--- src/rtl/chebyshev_pkg.sv ---
// Shared definitions for the Chebyshev term generator and its saturation stage.
// Latency: n/a (types, constants and constant functions only).
// Backpressure: n/a.
package chebyshev_pkg;

  // Generator FSM: IDLE waits for start, EMIT presents a term, CALC computes the next one.
  typedef enum logic [1:0] {
    ST_IDLE = 2'd0,
    ST_EMIT = 2'd1,
    ST_CALC = 2'd2
  } state_t;

  // Fractional bits of the Q(I).(F) format.
  function automatic int f_bits(input int wl, input int i_bits);
    return wl - i_bits;
  endfunction

  // Fixed-point 1.0, i.e. 1 << F_BITS.
  function automatic longint fx_one(input int wl, input int i_bits);
    return longint'(1) << (wl - i_bits);
  endfunction

  // Largest representable two's-complement value of a wl-bit word.
  function automatic longint sat_max(input int wl);
    return (longint'(1) << (wl - 1)) - 1;
  endfunction

  // Smallest representable two's-complement value of a wl-bit word.
  function automatic longint sat_min(input int wl);
    return -(longint'(1) << (wl - 1));
  endfunction

endpackage

--- src/rtl/chebyshev_step.sv ---
// One recurrence step T_next = 2*x*T_cur - T_prev in signed fixed point.
// Latency: combinational. Backpressure: none (pure datapath).
// Build option CHEB_REC_SAT_EN: clamp the result to the word range instead of wrapping.
module chebyshev_step
  import chebyshev_pkg::*;
#(
  parameter int WL     = 12,
  parameter int I_BITS = 6
) (
  input  logic [WL-1:0] x_i,
  input  logic [WL-1:0] t_cur_i,
  input  logic [WL-1:0] t_prev_i,
  output logic [WL-1:0] t_next_o
);

  localparam int F_BITS = f_bits(WL, I_BITS);
  // Shifting by F_BITS-1 instead of F_BITS folds in the factor of 2.
  localparam int SHIFT  = F_BITS - 1;

  logic signed [2*WL-1:0] x_ext;
  logic signed [2*WL-1:0] t_cur_ext;
  logic signed [2*WL-1:0] prod;
  logic signed [2*WL-1:0] scaled;
  logic signed [2*WL:0]   diff;

  // Full-precision product, flooring rescale, and one extra bit for the subtraction.
  always_comb begin
    x_ext     = {{WL{x_i[WL-1]}}, x_i};
    t_cur_ext = {{WL{t_cur_i[WL-1]}}, t_cur_i};
    prod      = x_ext * t_cur_ext;
    scaled    = prod >>> SHIFT;
    diff      = {scaled[2*WL-1], scaled} - {{(WL+1){t_prev_i[WL-1]}}, t_prev_i};
  end

`ifdef CHEB_REC_SAT_EN
  localparam logic signed [2*WL:0] D_MAX = (2*WL+1)'(sat_max(WL));
  localparam logic signed [2*WL:0] D_MIN = (2*WL+1)'(sat_min(WL));

  // Clamp into the representable range; the clamped value feeds later terms.
  always_comb begin
    t_next_o = diff[WL-1:0];
    if (diff > D_MAX) begin
      t_next_o = D_MAX[WL-1:0];
    end else if (diff < D_MIN) begin
      t_next_o = D_MIN[WL-1:0];
    end
  end
`else
  // Upper bits are intentionally discarded by the two's-complement wrap.
  logic unused_diff_hi;
  assign unused_diff_hi = ^diff[2*WL:WL];

  // Wrap: keep the low WL bits; wrapped values propagate into later terms.
  always_comb begin
    t_next_o = diff[WL-1:0];
  end
`endif

endmodule

--- src/rtl/chebyshev_recurrence.sv ---
// Streams Chebyshev terms T_0(x)..T_N(x) one per handshake via T_{k+1} = 2x*T_k - T_{k-1}.
// Latency: T_0 one cycle after start, T_1 one cycle after the T_0 handshake, later terms two cycles after the previous handshake.
// Backpressure: outputs hold while out_valid && !out_ready; start is only taken in IDLE. Build option CHEB_REC_SAT_EN selects clamping.
module chebyshev_recurrence
  import chebyshev_pkg::*;
#(
  parameter int WL      = 12,
  parameter int I_BITS  = 6,
  parameter int ORDER_W = 4
) (
  input  logic               clk,
  input  logic               rst_n,
  input  logic               start,
  output logic               start_ready,
  input  logic [WL-1:0]      x_in,
  input  logic [ORDER_W-1:0] order,
  output logic [WL-1:0]      out_data,
  output logic [ORDER_W-1:0] out_index,
  output logic               out_valid,
  input  logic               out_ready,
  output logic               out_last
);

  localparam logic [WL-1:0] ONE = WL'(fx_one(WL, I_BITS));

  state_t             state_q;
  logic [WL-1:0]      x_q;
  logic [WL-1:0]      t_prev_q;
  logic [WL-1:0]      t_cur_q;
  logic [ORDER_W-1:0] k_q;
  logic [ORDER_W-1:0] n_q;
  logic [WL-1:0]      t_next_d;

  chebyshev_step #(
    .WL     (WL),
    .I_BITS (I_BITS)
  ) u_step (
    .x_i      (x_q),
    .t_cur_i  (t_cur_q),
    .t_prev_i (t_prev_q),
    .t_next_o (t_next_d)
  );

  // Sequencer: latch the job, present each term until accepted, compute the next in CALC.
  always_ff @(posedge clk or negedge rst_n) begin
    if (!rst_n) begin
      state_q  <= ST_IDLE;
      x_q      <= '0;
      t_prev_q <= '0;
      t_cur_q  <= '0;
      k_q      <= '0;
      n_q      <= '0;
    end else begin
      case (state_q)
        ST_IDLE: begin
          if (start) begin
            x_q      <= x_in;
            n_q      <= order;
            t_prev_q <= '0;
            t_cur_q  <= ONE;
            k_q      <= '0;
            state_q  <= ST_EMIT;
          end
        end
        ST_EMIT: begin
          if (out_ready) begin
            if (k_q == n_q) begin
              state_q <= ST_IDLE;
            end else if (k_q == '0) begin
              // T_1 = x needs no arithmetic, so skip the CALC cycle.
              t_prev_q <= t_cur_q;
              t_cur_q  <= x_q;
              k_q      <= k_q + 1'b1;
            end else begin
              state_q <= ST_CALC;
            end
          end
        end
        ST_CALC: begin
          t_prev_q <= t_cur_q;
          t_cur_q  <= t_next_d;
          k_q      <= k_q + 1'b1;
          state_q  <= ST_EMIT;
        end
        default: begin
          state_q <= ST_IDLE;
        end
      endcase
    end
  end

  // Outputs come straight from registers, so they are stable for a whole stall.
  assign start_ready = (state_q == ST_IDLE);
  assign out_valid   = (state_q == ST_EMIT);
  assign out_data    = t_cur_q;
  assign out_index   = k_q;
  assign out_last    = (state_q == ST_EMIT) && (k_q == n_q);

endmodule
--- config.mk ---
export PLATFORM = sky130hd
export DESIGN_NAME = chebyshev_recurrence
export DESIGN_NICKNAME = d
export VERILOG_FILES = /design/src/rtl/chebyshev_pkg.sv /design/src/rtl/chebyshev_step.sv /design/src/rtl/chebyshev_recurrence.sv
export SDC_FILE = /design/constraint.sdc
export NUM_CORES = 1
export LEC_CHECK = 0
export CORE_MARGIN = 10
export CORE_UTILIZATION = 40
export DETAILED_ROUTE_END_ITERATION = 8
export HOLD_SLACK_MARGIN = 0.08
export SYNTH_ARGS = -nofsm -noshare
export SYNTH_HDL_FRONTEND = slang
export SYNTH_SLANG_ARGS = --single-unit
--- constraint.sdc ---
create_clock -name clk -period 6.3 [get_ports clk]
set_input_delay 1.89 -clock clk [delete_from_list [all_inputs] [get_ports clk]]
set_output_delay 1.89 -clock clk [all_outputs]
set_load 0.01 [all_outputs]
Yosys cells after proc, flatten, opt, wreduce, memory -nomap -nowiden
Cells that the tools add are included.
{"block": "word_totals", "register_bits": 46, "in_bits": 20, "word_cells": 44, "out_inout_bits": 19}
{"block": "op_classes", "n_addsub": 2, "n_reduce_logical": 7, "multipliers": 1, "eq_ne": 8, "n_mux": 20}
{"operator": "12-bit two-way mux", "count": 8}
{"operator": "12-bit case mux with 3 select lines", "count": 2}
{"operator": "12-bit by 12-bit multiplier with 17-bit output", "count": 1}
{"operator": "4-bit two-way mux", "count": 4}
{"operator": "4-bit case mux with 3 select lines", "count": 1}
{"operator": "12-bit subtractor", "count": 1}
{"operator": "2-bit two-way mux", "count": 4}
{"operator": "2-bit case mux with 3 select lines", "count": 1}
{"operator": "5-bit AND reduction", "count": 1}
{"operator": "4-bit by 1-bit adder with 4-bit output (second input constant)", "count": 1}
{"operator": "4-bit equality test", "count": 1}
{"operator": "4-bit logical NOT", "count": 1}
{"operator": "2-bit by 1-bit != test with 1-bit output (second input constant)", "count": 2}
{"operator": "2-bit != test (second input constant)", "count": 2}
{"operator": "3-bit by 2-bit != test with 1-bit output (second input constant)", "count": 1}
{"operator": "3-bit AND reduction", "count": 1}
{"operator": "3-bit nonzero test", "count": 1}
{"operator": "2-bit by 1-bit equality test with 1-bit output (second input constant)", "count": 1}
{"operator": "2-bit equality test (second input constant)", "count": 1}
{"operator": "2-bit logical NOT", "count": 1}
{"operator": "2-bit AND reduction", "count": 1}
{"operator": "1-bit logical AND", "count": 1}

Depth between registers and ports, before layout
Gate-level depths: netlist (run 1).
{"block": "depth", "word_depth": 5, "mapped_depth": 27, "mapped_depth_nobuf": 26}

Modules after synthesis
A second synthesis (run 1) with hierarchy kept.
{"block": "unflattened", "hier_cells": 714, "hier_area_um2": 6613.8}
{"mod": "chebyshev_step", "seq_area_each_um2": 0.0, "instances": 1, "area_per_inst_um2": 4371.7, "cells_each": 524}
{"mod": "chebyshev_recurrence", "seq_area_each_um2": 1151.1, "instances": 1, "area_per_inst_um2": 2242.2, "cells_each": 190}

Worst setup path before layout (run 1)
Ideal clock, no wire load.
{"block": "synth_timing", "kind": "flip-flop to flip-flop", "startpoint": "reg t_cur_q[3] (netlist: out_data[3])", "endpoint": "reg t_cur_q[11] (netlist: out_data[11])", "n_path_buf": 1, "t_arrival_ps": 5596, "synth_period_minus_slack_ps": 5727, "slack_ps": 573, "path_stages_with_launch": 22, "required_time_ps": 6169, "setup_time_ps": 131, "cell_sequence": "dfrtp_1 clkbuf_1 nand2_1 fa_1 fa_1 fa_1 inv_1 fa_1 inv_1 fa_1 inv_1 ha_1 or4_1 a21oi_1 xnor2_1 ha_1 a21o_1 a21oi_1 nand2_1 o221ai_1 xnor2_1 o221ai_2"}
{"block": "synth_between", "elab_chain_cells": 3}
{"item": "start: declaration", "line_no": "chebyshev_recurrence.sv:29", "rtl": "logic [WL-1:0] t_cur_q;"}
{"item": "start signal: assignment", "line_no": "chebyshev_recurrence.sv:72", "rtl": "t_cur_q <= x_q;"}
{"item": "start signal: assignment", "line_no": "chebyshev_recurrence.sv:81", "rtl": "t_cur_q <= t_next_d;"}
{"item": "12-bit by 12-bit multiplier with 17-bit output", "line_no": "chebyshev_step.sv:30", "rtl": "prod = x_ext * t_cur_ext;"}
{"item": "12-bit subtractor", "line_no": "chebyshev_step.sv:32", "rtl": "diff = {scaled[2*WL-1], scaled} - {{(WL+1){t_prev_i[WL-1]}}, t_prev_i};"}
{"item": "12-bit case mux with 3 select lines", "line_no": "chebyshev_recurrence.sv:54", "rtl": "case (state_q)"}
No other way between the ends.
A chain may end at the register's enable or synchronous reset.

Final worst setup path (run 1)
{"block": "layout_timing", "startpoint": "reg t_cur_q[5] (netlist: out_data[5])", "endpoint": "reg t_cur_q[11] (netlist: out_data[11])"}
The elaborated chain is that of the path after synthesis.

==> results of run 1 <==
## critical path: cells and delay by family, from the launching register on
| family | cells | cell delay [ns] |
|---|---|---|
| buffers and inverters | 2 | 0.09 |
| xor gates and xnor gates | 2 | 0.37 |
| adders and majority gates | 7 | 2.97 |
| and+or+nand+nor | 4 | 0.68 |
| AOI/OAI and AO/OA | 7 | 1.06 |
| DFF | 1 | 0.59 |
## through the flow
stage          instance area, um^2  instances   util  hold WS [ns]
2_1_floorplan                 6370        707      -         0.456
3_3_place_gp                  6970        945  0.442         0.484
3_5_place_dp                  6970        945  0.442         0.505
4_1_cts                       7140        953  0.453         0.521
5_1_grt                       7180        956  0.455         0.548
6_report                      7180        956  0.455         0.520
## per-layer routing
metal	GRT usage	up-vias	routed length, um
met2	0.254	120	7380
met5	0	-	0
met4	0.0295	0	204
met3	0.0269	22	745
met1	0.183	2432	6900
li1	-	2244	-
## what timing repair did
item / CTS / global route
endpoints found under the setup margin: 0 / 4
setup buffers: 0 / 3
gates resized for setup: 0 / 11
## cell usage in the layout, fill, tap and decap left out, types with 17 or more instances in the layout
master | synthesis | routed
inv_1 | 139 | 139
nand2_1 | 90 | 90
fa_1 | 88 | 88
and2_1 | 62 | 62
ha_1 | 58 | 58
clkdlybuf4s50_1 | 0 | 37
dfrtp_1 | 46 | 36
xnor2_1 | 26 | 26
o21ai_0 | 22 | 22
nor2_1 | 20 | 20
o21ai_1 | 17 | 17
mux2_2 | 17 | 17
## worst paths after layout
path | to | cells past startpoint
worst max register to register | out_data[11] | 22
worst max-delay path | out_data[11] | 22
worst min register to register | t_prev_q[0] | 2
worst min-delay path | t_prev_q[0] | 2
max in group asynchronous | out_data[5] | 1
min in group asynchronous | t_prev_q[7] | 1
## cell usage after synthesis, types with 3 or more instances
master,number,area (um^2)
nor2b_1,6,37.5
ha_1,58,726
nand2b_1,3,18.8
a31oi_1,3,18.8
o21ai_1,17,85.1
xor2_1,12,105
fa_1,88,1760
dfrtp_1,46,1150
buf_2,4,20.0
mux2_2,17,191
inv_1,139,522
clkbuf_1,21,78.8
o221ai_1,3,26.3
xnor2_1,26,228
and2_1,62,388
o21ai_0,22,110
nand2_1,90,338
a21o_1,5,37.5
a21oi_1,8,40.0
nor2_1,20,75.1
nand3_1,16,80.1
## area by class of cell
class                   instances  area share
repair buffers                 54      0.0690
multi-input cells             492       0.634
inverters                     140      0.0732
clock inverters                 2     0.00523
well taps                     216      0.0377
flip-flops and latches         46       0.162
clock buffers                   6      0.0180
## flip-flops by register name (all words and copies together) (netlist names)
register / count
out_data: 12
n_q: 4
x_q: 12
out_index: 4
t_prev_q: 12
state_q: 2
## cells by family (layout without fill, tap and decap cells)
group / after synthesis / after routing / synth area share
xor+xnor: 38 / 38 / 0.0522
fa+ha+maj: 146 / 146 / 0.390
compound gates: 80 / 80 / 0.0797
flops: 46 / 46 / 0.181
mux: 18 / 18 / 0.0316
buf+inv: 169 / 202 / 0.105
simple gates: 210 / 210 / 0.161
==> flow_metrics.env, run 1 <==
export IMPL_status="complete, no violations"
export IMPL_synth_area_um2=6370
export IMPL_portBuffers=38
export IMPL_synth_async_reset_ratio=1.00
export IMPL_drtAntennaViolNets=0
export IMPL_hold_class="reg2reg"
export IMPL_cp_slowest_cell="dfrtp_4"
export IMPL_min_period_ns=5.90
export IMPL_wire_per_inst_um=15.9
export IMPL_grt_pass1_wl_um=26100
export IMPL_critPathMaxFanout=15
export IMPL_path_class="reg2reg"
export IMPL_maxSlewHeadroom=0.308
export IMPL_die_area_um2=21400
export IMPL_avgSynthCellArea_um2=9.01
export IMPL_hold_buffers=0
export IMPL_min_delay_start="t_prev_q[0]"
export IMPL_first_pass_iters=5
export IMPL_htreeDepth=2
export IMPL_synth_ff_type="dfrtp_1"
export IMPL_core_area_um2=15800
export IMPL_cts_tree="yes"
export IMPL_arrival_ns=6.06
export IMPL_setup_ws_ns=0.402
export IMPL_vias=4818
export IMPL_drtIter0Drc=334
export IMPL_path_cells="and2_1 -> fa_1 -> ha_1 -> fa_1 -> inv_1 -> fa_1 -> fa_1 -> inv_1 -> ha_1 -> nor2b_1 -> o21ai_0 -> a21boi_1 -> o21ai_0 -> nand2_1 -> xor2_1 -> ha_1 -> o21ai_0 -> a31oi_1 -> and3_2 -> o221ai_1 -> xnor2_1 -> o221ai_2"
export IMPL_netlist_instances=707
export IMPL_fillCellCount=1533
export IMPL_slowest_delay_ns=0.59
export IMPL_required_ns=6.46
export IMPL_startpoint_type="flip-flop"
export IMPL_fin_skew_ns=0.00526
export IMPL_area_growth_pct=12.6
export IMPL_grtUsageTotal=0.145
export IMPL_ys_ff_latch=46
export IMPL_r2r_start="out_data[5]"
export IMPL_via_per_inst=5.04
export IMPL_cts_inserted_buffers=5
export IMPL_die_width_um=146
export IMPL_synth_edff_count=0
export IMPL_crit_top_cell="fa_1"
export IMPL_slew_viol_final=0
export IMPL_num_rows=46
export IMPL_wl_um=15200
export IMPL_finalSetupTns_ns=0
export IMPL_cap_violations=0
export IMPL_finalSetupViolations=0
export IMPL_clock_sinks=46
export IMPL_nets=905
export IMPL_max_freq_mhz=170
export IMPL_grt_pass1_vias=5262
export IMPL_endpoint_kind="flip-flop"
export IMPL_overflow=0
export IMPL_post_route_drc_count=0
export IMPL_drive_above_1_share=0.0797
export IMPL_multiInputGateArea_um2=4550
export IMPL_place_ws_ns=0.198
export IMPL_antenna_found_initial=0
export IMPL_cts_max_path_buffers=2
export IMPL_grt_max_degree=47
export IMPL_hold_viol_final=0
export IMPL_cts_root_buffer="clkbuf_16"
export IMPL_start_util=0.404
export IMPL_min_period_over_period=0.936
export IMPL_num_io_pins=39
export IMPL_cp_startpoint="out_data[5]"
export IMPL_yosysSeqAreaShare=0.181
export IMPL_gp_congestion=0.863
export IMPL_syn_nets=873
export IMPL_insertion_delay_ns=0.29
export IMPL_r2r_slack_ns=0.40
export IMPL_ys_warnings_count=0
export IMPL_tightest_slew_ns=1.04
export IMPL_seq_area_um2=1170
export IMPL_die_y_um=146
export IMPL_rsz0062_at_grt="false"
export IMPL_ys_types=52
export IMPL_clkTransAtPathRegs_ns=0.06
export IMPL_n_antenna_cell=0
export IMPL_hpwl_um=12200
Power of run 1 is left out: the tool's default activity adds up to more than one toggle a clock period on the data nets, which glitch-free logic cannot reach.
==> run 2, diff against run 1 <==
--- a/config.mk
+++ b/config.mk
@@ -9,6 +9,7 @@
 export CORE_UTILIZATION = 40
 export DETAILED_ROUTE_END_ITERATION = 8
 export HOLD_SLACK_MARGIN = 0.08
+export RECOVER_POWER = 25
 export SYNTH_ARGS = -nofsm -noshare
 export SYNTH_HDL_FRONTEND = slang
 export SYNTH_SLANG_ARGS = --single-unit
==> run 2 against run 1 <==
Net effect: the run now ends with capacitance limit, slew limit left; clock-buffer cell count unchanged; final area hardly changed; via count increased by 0.54%; critical endpoint unchanged.
==> flow_metrics.env, run 2 (synthesis gave the netlist of run 1 again) <==
export IMPL_finalSetupTns_ns=0
export IMPL_overflow=0
export IMPL_clock_sinks=46
export IMPL_drtIter0Drc=281
export IMPL_insertion_delay_ns=0.29
export IMPL_crit_buf_inv=3
export IMPL_grt_pass1_wl_um=26100
export IMPL_status="complete, but fails checks"
export IMPL_die_width_um=146
export IMPL_arrival_ns=6.04
export IMPL_ff2ff_path_depth=20
export IMPL_mostFrequentLayoutCell="inv_1"
export IMPL_wl_um=15300
export IMPL_cts_max_path_buffers=2
export IMPL_vias=4844
export IMPL_violations="capacitance limit, slew limit"
export IMPL_cts_root_buffer="clkbuf_16"
export IMPL_rsz0062_at_grt="false"
export IMPL_start_util=0.404
export IMPL_die_y_um=146
export IMPL_slowest_delay_ns=0.61
export IMPL_drive_above_1_share=0.0784
export IMPL_min_period_ns=5.88
export IMPL_hpwl_um=12200
export IMPL_die_area_um2=21400
export IMPL_via_per_inst=5.07
export IMPL_antenna_found_initial=0
export IMPL_grtUsageTotal=0.145
export IMPL_num_io_pins=39
export IMPL_finalSetupViolations=0
export IMPL_first_pass_iters=5
export IMPL_max_freq_mhz=170
export IMPL_cap_violations=1
export IMPL_slew_viol_final=47
export IMPL_endpoint_kind="flip-flop"
export IMPL_critPathMaxFanout=16
export IMPL_cts_tree="yes"
export IMPL_min_path_cells=2
export IMPL_drtAntennaViolNets=0
export IMPL_layout_common_cells="inv_1 (139), nand2_1 (90), fa_1 (88)"
export IMPL_gp_congestion=0.863
export IMPL_grt_max_degree=47
export IMPL_post_route_drc_count=0
export IMPL_cp_slowest_cell="dfrtp_2"
export IMPL_area_growth_pct=12.6
export IMPL_cts_inserted_buffers=5
export IMPL_path_cells="nand2_1 -> fa_1 -> fa_1 -> fa_1 -> inv_1 -> fa_1 -> inv_1 -> fa_1 -> inv_1 -> ha_1 -> or4_1 -> a21oi_1 -> xnor2_1 -> ha_1 -> a21o_1 -> a21oi_1 -> nand2_1 -> o221ai_1 -> xnor2_1 -> o221ai_2"
export IMPL_wire_per_inst_um=16.0
export IMPL_hold_viol_final=0
export IMPL_startpoint_type="flip-flop"
export IMPL_grt_pass1_vias=5262
export IMPL_nets=905
export IMPL_hold_class="reg2reg"
export IMPL_num_rows=46
export IMPL_path_class="reg2reg"
export IMPL_core_area_um2=15800
export IMPL_maxSlewHeadroom=-0.657
export IMPL_path_depth=20
export IMPL_htreeDepth=2
export IMPL_n_antenna_cell=0
export IMPL_fin_skew_ns=0.00502
export IMPL_crit_top_cell="fa_1"
export IMPL_min_period_over_period=0.933
export IMPL_tightest_slew_ns=2.49
export IMPL_clkTransAtPathRegs_ns=0.07
export IMPL_required_ns=6.46
export IMPL_portBuffers=38
export IMPL_crit_family="adder cells"
==> run 2: per-layer routing <==
layer / track usage / wire length [um] / vias to the layer above
li1: - / - / 2243
met1: 0.183 / 6830 / 2450
met2: 0.254 / 7400 / 125
met3: 0.0269 / 837 / 26
met4: 0.0295 / 214 / 0
met5: 0 / 0 / -
==> run 2: final cells by class <==
type,count,area [um^2]
Tap cell,216,270
Timing Repair Buffer,54,494
Clock inverter,2,37.5
Clock buffer,6,129
Sequential cell,46,1170
Multi-Input combinational cell,492,4550
Inverter,140,526
Fill cell,1534,8590
==> run 2: path summary, 6_finish.rpt <==
kind / from / to / slack [ns]
worst max-delay path: out_data[4] / out_data[11] / 0.42
worst min-delay path: t_prev_q[0] / t_prev_q[0] / 0.52
worst max register to register: out_data[4] / out_data[11] / 0.42
worst min register to register: t_prev_q[0] / t_prev_q[0] / 0.52
max in group asynchronous: rst_n / out_data[5] / 2.17
min in group asynchronous: rst_n / t_prev_q[7] / 2.35
==> run 2: through the flow <==
step                      cell area [um^2]  utilization  std cells  hold slack (ns)  setup WS [ns]
after floorplan                       6370            -        707            0.456          0.573
after global placement                6970        0.442        945            0.484          0.235
after detailed placement              6970        0.442        945            0.505          0.198
after CTS                             7140        0.453        953            0.521          0.169
after global routing                  7180        0.455        956            0.548        0.00308
final                                 7180        0.455        956            0.520          0.424
==> run 2: worst min-delay path, cell delays in order, from the launching register on <==
cell and delay (ns):
dfrtp_1 0.36, nand2_1 0.05, o21ai_0 0.07
==> run 2: repair_timing <==
action,CTS,global route
buffers inserted,0,3
setup endpoints to repair,0,4
gates resized for setup,0,11
hold buffers,0,0
Power of run 2 is left out for the same reason.
